==> src/rtl/shift_seq_pkg.sv <==
`default_nettype none
// ============================================================================
// Module   : shift_seq_pkg
// Purpose  : State and mode encodings shared by the shift sequencer files.
// Revision : 1.0  initial release
// ============================================================================
package shift_seq_pkg;

    typedef enum logic [1:0] {
        S_IDLE  = 2'd0,
        S_SHIFT = 2'd1,
        S_DONE  = 2'd2
    } state_t;

    localparam logic [1:0] M_LOGIC = 2'd0;
    localparam logic [1:0] M_ARITH = 2'd1;
    localparam logic [1:0] M_ROT   = 2'd2;

endpackage
`default_nettype wire

==> src/rtl/shift_step.sv <==
`default_nettype none
// ============================================================================
// Module   : shift_step
// Purpose  : Combinational single-bit shift/rotate of a WIDTH-bit word.
// Revision : 1.0  initial release
// ============================================================================
module shift_step
    import shift_seq_pkg::*;
#(
    parameter int WIDTH = 4
) (
    input  logic [WIDTH-1:0] w,
    input  logic             right_shift,
    input  logic [1:0]       mode,
    output logic [WIDTH-1:0] w_next
);

    // Arithmetic left equals logical left; the reserved mode behaves as logical.
    always_comb begin
        w_next = {w[WIDTH-2:0], 1'b0};
        if (right_shift) begin
            if (mode == M_ARITH) begin
                w_next = {w[WIDTH-1], w[WIDTH-1:1]};
            end else if (mode == M_ROT) begin
                w_next = {w[0], w[WIDTH-1:1]};
            end else begin
                w_next = {1'b0, w[WIDTH-1:1]};
            end
        end else if (mode == M_ROT) begin
            w_next = {w[WIDTH-2:0], w[WIDTH-1]};
        end
    end

endmodule
`default_nettype wire

==> src/rtl/shift_sequencer.sv <==
`default_nettype none
// ============================================================================
// Module   : shift_sequencer
// Purpose  : Multi-cycle controller performing one 1-bit shift per clock.
// Revision : 1.0  initial release
// ============================================================================
module shift_sequencer
    import shift_seq_pkg::*;
#(
    parameter int WIDTH = 4,
    parameter int AMT_W = 3
) (
    input  logic             clock,
    input  logic             reset,
    input  logic             start,
    input  logic [WIDTH-1:0] data_in,
    input  logic             right_shift,
    input  logic [1:0]       mode,
    input  logic [AMT_W-1:0] shift_amount,
    output logic             busy,
    output logic             done,
    output logic [WIDTH-1:0] data_out,
    output logic [AMT_W-1:0] remaining
);

    localparam logic [AMT_W-1:0] AMT_MAX = AMT_W'(WIDTH);
    localparam logic [AMT_W-1:0] AMT_ONE = AMT_W'(1);

    state_t           state_q, state_d;
    logic [WIDTH-1:0] work_q, work_d;
    logic             dir_q, dir_d;
    logic [1:0]       mode_q, mode_d;
    logic [AMT_W-1:0] cnt_q, cnt_d;
    logic [WIDTH-1:0] data_out_q, data_out_d;
    logic             busy_q, busy_d;
    logic             done_q, done_d;

    logic [WIDTH-1:0] step_w;
    logic [AMT_W-1:0] amt_eff;

    shift_step #(
        .WIDTH (WIDTH)
    ) u_step (
        .w           (work_q),
        .right_shift (dir_q),
        .mode        (mode_q),
        .w_next      (step_w)
    );

    assign amt_eff = (shift_amount > AMT_MAX) ? AMT_MAX : shift_amount;

    always_comb begin
        state_d    = state_q;
        work_d     = work_q;
        dir_d      = dir_q;
        mode_d     = mode_q;
        cnt_d      = cnt_q;
        data_out_d = data_out_q;
        busy_d     = 1'b0;
        done_d     = 1'b0;
        case (state_q)
            S_IDLE, S_DONE: begin
                cnt_d   = '0;
                state_d = S_IDLE;
                if (start) begin
                    work_d = data_in;
                    dir_d  = right_shift;
                    mode_d = mode;
                    if (amt_eff == '0) begin
                        state_d    = S_DONE;
                        data_out_d = data_in;
                        done_d     = 1'b1;
                    end else begin
                        state_d = S_SHIFT;
                        cnt_d   = amt_eff;
                        busy_d  = 1'b1;
                    end
                end
            end
            S_SHIFT: begin
                work_d = step_w;
                cnt_d  = cnt_q - AMT_ONE;
                busy_d = 1'b1;
                // The last step lands directly in the result register.
                if (cnt_q == AMT_ONE) begin
                    state_d    = S_DONE;
                    data_out_d = step_w;
                    busy_d     = 1'b0;
                    done_d     = 1'b1;
                end
            end
            default: begin
                state_d = S_IDLE;
                cnt_d   = '0;
            end
        endcase
    end

    always_ff @(posedge clock) begin
        if (reset) begin
            state_q    <= S_IDLE;
            work_q     <= '0;
            dir_q      <= 1'b0;
            mode_q     <= M_LOGIC;
            cnt_q      <= '0;
            data_out_q <= '0;
            busy_q     <= 1'b0;
            done_q     <= 1'b0;
        end else begin
            state_q    <= state_d;
            work_q     <= work_d;
            dir_q      <= dir_d;
            mode_q     <= mode_d;
            cnt_q      <= cnt_d;
            data_out_q <= data_out_d;
            busy_q     <= busy_d;
            done_q     <= done_d;
        end
    end

    assign busy      = busy_q;
    assign done      = done_q;
    assign data_out  = data_out_q;
    assign remaining = cnt_q;

endmodule
`default_nettype wire

==> config.mk <==
export PLATFORM = sky130hd
export DESIGN_NAME = shift_sequencer
export DESIGN_NICKNAME = d
export VERILOG_FILES = /design/src/rtl/shift_seq_pkg.sv /design/src/rtl/shift_step.sv /design/src/rtl/shift_sequencer.sv
export SDC_FILE = /design/constraint.sdc
export NUM_CORES = 1
export LEC_CHECK = 0
export ABC_AREA = 1
export BUFFER_PORTS_ARGS = -buffer_cell sky130_fd_sc_hd__buf_2
export CAP_MARGIN = 40
export CORE_UTILIZATION = 49
export DETAILED_ROUTE_END_ITERATION = 8
export PLACE_DENSITY = 0.75
export REMOVE_ABC_BUFFERS = 1
export SLEW_MARGIN = 15
export SYNTH_ARGS = -nofsm -noshare
export SYNTH_HDL_FRONTEND = slang
export SYNTH_SLANG_ARGS = --single-unit
==> constraint.sdc <==
create_clock -name clock -period 1.4 [get_ports clock]
set_input_delay 0.21 -clock clock [delete_from_list [all_inputs] [get_ports clock]]
set_output_delay 0.21 -clock clock [all_outputs]
set_load 0.005 [all_outputs]
* Word-level counts from Yosys, hierarchy flattened *
Index checks and enable logic that the tools add are counted.

operators by class
  $add $sub $neg = 1
  multiply operators = 0
  divide/modulo/power cells = 0
  magnitude comparators = 1
  eq/ne operators = 8
  shift-type cells = 0
  mux-type cells = 26
  bitwise gates (word level) = 0
  reductions and logical operators = 7

operators by type and width
  operator                                                               count
  4-bit two-way mux                                                      7
  4-bit one-hot mux with 2 select lines                                  2
  3-bit two-way mux                                                      3
  1-bit two-way mux                                                      7
  2-bit two-way mux                                                      3
  2-bit != test, second input constant                                   3
  3-bit one-hot mux with 2 select lines                                  1
  2-bit by 1-bit equality test with 1-bit output, second input constant  2
  2-bit equality test, second input constant                             2
  1-bit one-hot mux with 2 select lines                                  2
  2-bit one-hot mux with 2 select lines                                  1
  2-bit AND reduction                                                    2
  4-bit AND reduction                                                    1
  3-bit by 1-bit equality test with 1-bit output, second input constant  1
  3-bit greater-than comparator, second input constant                   1
  3-bit logical NOT                                                      1
  3-bit by 1-bit subtractor with 3-bit output, second input constant     1
  2-bit logical NOT                                                      1
  2-bit nonzero test                                                     1
  2-bit OR reduction                                                     1

word-level totals
  register bits = 18
  bits in latches = 0
  bits in writable memories = 0
  ROM bits = 0
  input bits = 13
  output and inout bits = 9
  logic and storage cells = 51
  memories kept = 0

* Longest topological paths before layout *
  depth after elaboration = 6
  depth in mapped cells = 10
  depth with buffers taken out = 10

* By module *
From an unflattened synthesis, not the netlist that was laid out.

unflattened totals
  cell total of the unflattened synthesis = 122
  area, all modules = 822.0 um^2

by module, submodules not included
  module           instances  cells an instance  area each (um^2)  sequential area each (um^2)
  shift_sequencer  1          104                749.5             360.3
  shift_step       1          18                 72.6              0.0

* Least setup slack after synthesis *
No wires, ideal clock.

  kind = flip-flop to flip-flop
  start point = register cnt_q[1], in the netlist remaining[1]
  end point = register data_out_q[1], in the netlist data_out[1]
  library setup time = 0.113 ns
  arrival time = 0.966 ns
  required time = 1.287 ns
  path slack = 0.321 ns
  cell stages (with the launch flop) = 10
  path buffers = 0
  period minus slack after synthesis = 1.079 ns
  cells stage by stage = dfxtp_1 > inv_1 > ha_1 > inv_1 > nor2_1 > nand2_1 > nand2_2 > inv_2 > nor2_1 > nor2_1

between the ends
  word-level cells in the longest chain between the ends = 3

ends and longest elaborated chain
  element                                         RTL line                text
  start, declared                                 shift_sequencer.sv:33   logic [AMT_W-1:0] cnt_q, cnt_d;
  start signal, assigned                          shift_sequencer.sv:114  cnt_q <= cnt_d;
  3-bit by 1-bit equality test with 1-bit output  shift_sequencer.sv:85   if (cnt_q == AMT_ONE) begin
  2-bit != test (no source line)                  n/a
  4-bit AND reduction (no source line)            n/a
  end signal, assigned                            shift_sequencer.sv:115  data_out_q <= data_out_d;
  end, declared                                   shift_sequencer.sv:34   logic [WIDTH-1:0] data_out_q, data_out_d;

Every way passes these cells.
A chain may end at the register's enable or synchronous reset.

* Worst setup path in the final report *
Ends and elaborated chain as after synthesis.

==> impl_metrics.toml <==
[final_layout]
fin_cells = 157
final_core_util_pct = 63.8
area.growth.synth_to_final_pct = 19.1
fill_cells = 157
num_antenna_cells = 0
drive_gt1_share_pct = 25.5
nNetsFinal = 157

[drt]
drtAntennaViolNets = 0
via_count = 817
drt_wl_total_um = 1830
viasPerCell = 5.20
drt_iter0_drc = 21
remaining_drc_errors = 0
drtPass1Iterations = 6
wl_per_cell_um = 11.6

[clock_network]
cts_tree = "built"
clockRootBuffer = "clkbuf_4"
cts_resized = 0
clock-sinks = 18
hold_buffers = 0
numCtsBuffers = 3
htreeDepth = 1
cts_buffer_depth = 2
post_cts_buffers = 0
path_clk_slew_ns = 0.10
clock_latency_ns = 0.30

[placed_design]
dp_hpwl_um = 1370
placed_cells = 153
port_buffers = 21
place_congestion = 0.803

[worst_setup_path]
path_cells = "inv_1 -> ha_1 -> inv_1 -> nor2_1 -> nand2_1 -> nand2_2 -> inv_2 -> nor2_1 -> nor2_1"
critPathKind = "flip-flop to flip-flop"
cpPeakStageDelay_ns = 0.32
crit_path_frequent_cell = "nor2_1"
worstPathRequired_ns = 1.60
start_kind = "flip-flop"
critPathMaxFanout = 5
slowest_stage = "dfxtp_1"
worst_setup_path_end_kind = "flip-flop"
worstPathArrival_ns = 1.41

[yosys]
yosys.area.top_type_share_pct = 43.6
synthSimpleGateAreaFrac_pct = 24.5
yosysSeqAreaShare_pct = 43.6
yosysUniqueCellTypes = 18
syn-cell-area_um2 = 826
ys.flop_type = "dfxtp_1"
async_flop_share_pct = 0
synth_cells = 117
synth_area_per_cell_um2 = 7.06
synth.ff_latch_count = 18
synth_top_family_by_area = "simple AND/OR/NAND/NOR gates"
yosys.area.top_type = "dfxtp_1"
synth_area_leaders = "dfxtp_1 (44%), nand2_1 (8.6%), a21oi_1 (7.3%)"
yosys_warnings = 0
synth-adder-area-share_pct = 3.03
synth.mux.area_fraction_pct = 0
ys_top_cells_by_count = "nand2_1 (19), dfxtp_1 (18), inv_1 (16)"
yosysMostFrequentCell = "nand2_1"
synth_xor_area_share_pct = 0
synth-compound-area-share_pct = 18.3
synth_edf_count = 0

[die]
ios = 22
rows = 14
fp.coreArea_mm2 = 0.00154
initial_core_util_pct = 53.6
dieArea_mm2 = 0.00185
die_width_um = 43.1
die_h_um = 43.1

[grt]
grt_usage_pct = 23.1
grt_pass1_wl_um = 3110
overflow = 0
antenna_found_initial = 0
grt_max_degree = 12
grt_pass1_vias = 756

[sta]
slew_viol_final = 0
post-route-period-util_pct = 86.4
relSlewSlack_pct = 83.9
finalSetupViolations = 0
rsz0062_at_grt = "no"
worst_pin_slew_ns = 0.238
setup_tns_ns = 0
fin_skew_ns = 0.00383
max_freq_ghz = 0.827
period_needed_ns = 1.21
hold_viol = 0

[pwr]
p_leak_nw = 0.505
max-vdd-ir-drop_mv = 0.778
power.density_mw_per_mm2 = 1140

[hold_path]
hp-class = "input pin to flip-flop"

[status]
outcome = "completed"

[run]
drv_cap = 0
-- path summary, 6_finish.rpt --
kind,from,to,slack [ns],cells after the start
worst min register to register,mode_q[0],mode_q[0],0.51,2
worst max-delay path,remaining[1],data_out[1],0.19,9
worst min-delay path,shift_amount[2],remaining[2],0.16,3
worst max register to register,remaining[1],data_out[1],0.19,9
-- worst max-delay path, delay by kind of cell, from the launching register on --
| kind | cells | cell delay (ns) |
|---|---|---|
| adders and majority gates | 1 | 0.14 |
| and+or+nand+nor | 5 | 0.46 |
| buffers and inverters | 3 | 0.19 |
| DFF | 1 | 0.32 |
-- layout make-up --
| cell class | instances | area (um^2) | area share (%) |
|---|---|---|---|
| flip-flops and latches | 18 | 360 | 36.6 |
| clock buffers | 4 | 36.3 | 3.69 |
| repair buffers | 21 | 105 | 10.7 |
| well taps | 16 | 20.0 | 2.04 |
| multi-input cells | 76 | 379 | 38.5 |
| inverters | 22 | 82.6 | 8.40 |
-- cell families (layout without fill, tap and decap cells) --
logic type | Yosys count | count (layout)
AND/OR/NAND/NOR | 46 | 46
AO/OA/AOI/OAI | 28 | 28
buffers and inverters | 23 | 47
flip-flops | 18 | 18
adder cells (fa/ha/maj) | 2 | 2
-- report_power, final --
| group | internal [mW] | total, mW | switching [mW] |
|---|---|---|---|
| Sequential | 0.556 | 0.588 | 0.0323 |
| Combinational | 0.0822 | 0.212 | 0.129 |
| Clock | 0.159 | 0.323 | 0.165 |
| Total | 0.797 | 1.12 | 0.326 |
-- layer usage --
| layer | wire length, um | GRT usage (%) |
|---|---|---|
| met5 | 0 | 0 |
| met3 | 78 | 6.38 |
| met4 | 31 | 10.9 |
| met1 | 826 | 28.0 |
| met2 | 891 | 37.6 |
-- registers in the layout, indices dropped and copies added (netlist names) --
signal,count
work_q,4
remaining,3
dir_q,1
data_out,4
mode_q,2
state_q,2
done,1
busy,1
-- cells in the final DEF, fill, tap and decap left out, drive strengths merged --
cell type  Yosys  routed
a21oi         12      12
a31oi          2       2
a32oi          1       1
buf            0      21
clkbuf         1       4
clkinv         1       1
dfxtp         18      18
ha             2       2
inv           21      21
nand2         23      23
nand3          8       8
nor2          15      15
o211ai         2       2
o21ai         11      11
-- per-stage QoR --
| stage | cell area [um^2] | hold slack [ns] | worst slack (ns) | total power, mW |
|---|---|---|---|---|
| after floorplan | 822 | 0.279 | 0.321 | 0.731 |
| after global placement | 947 | 0.476 | 0.274 | 0.801 |
| after detailed placement | 947 | 0.479 | 0.210 | 0.807 |
| after CTS | 983 | 0.158 | 0.183 | 1.13 |
| after global routing | 983 | 0.184 | 0.0928 | 1.19 |
| final | 983 | 0.160 | 0.191 | 1.12 |
Note: power is estimated with default switching activity, not from simulation.
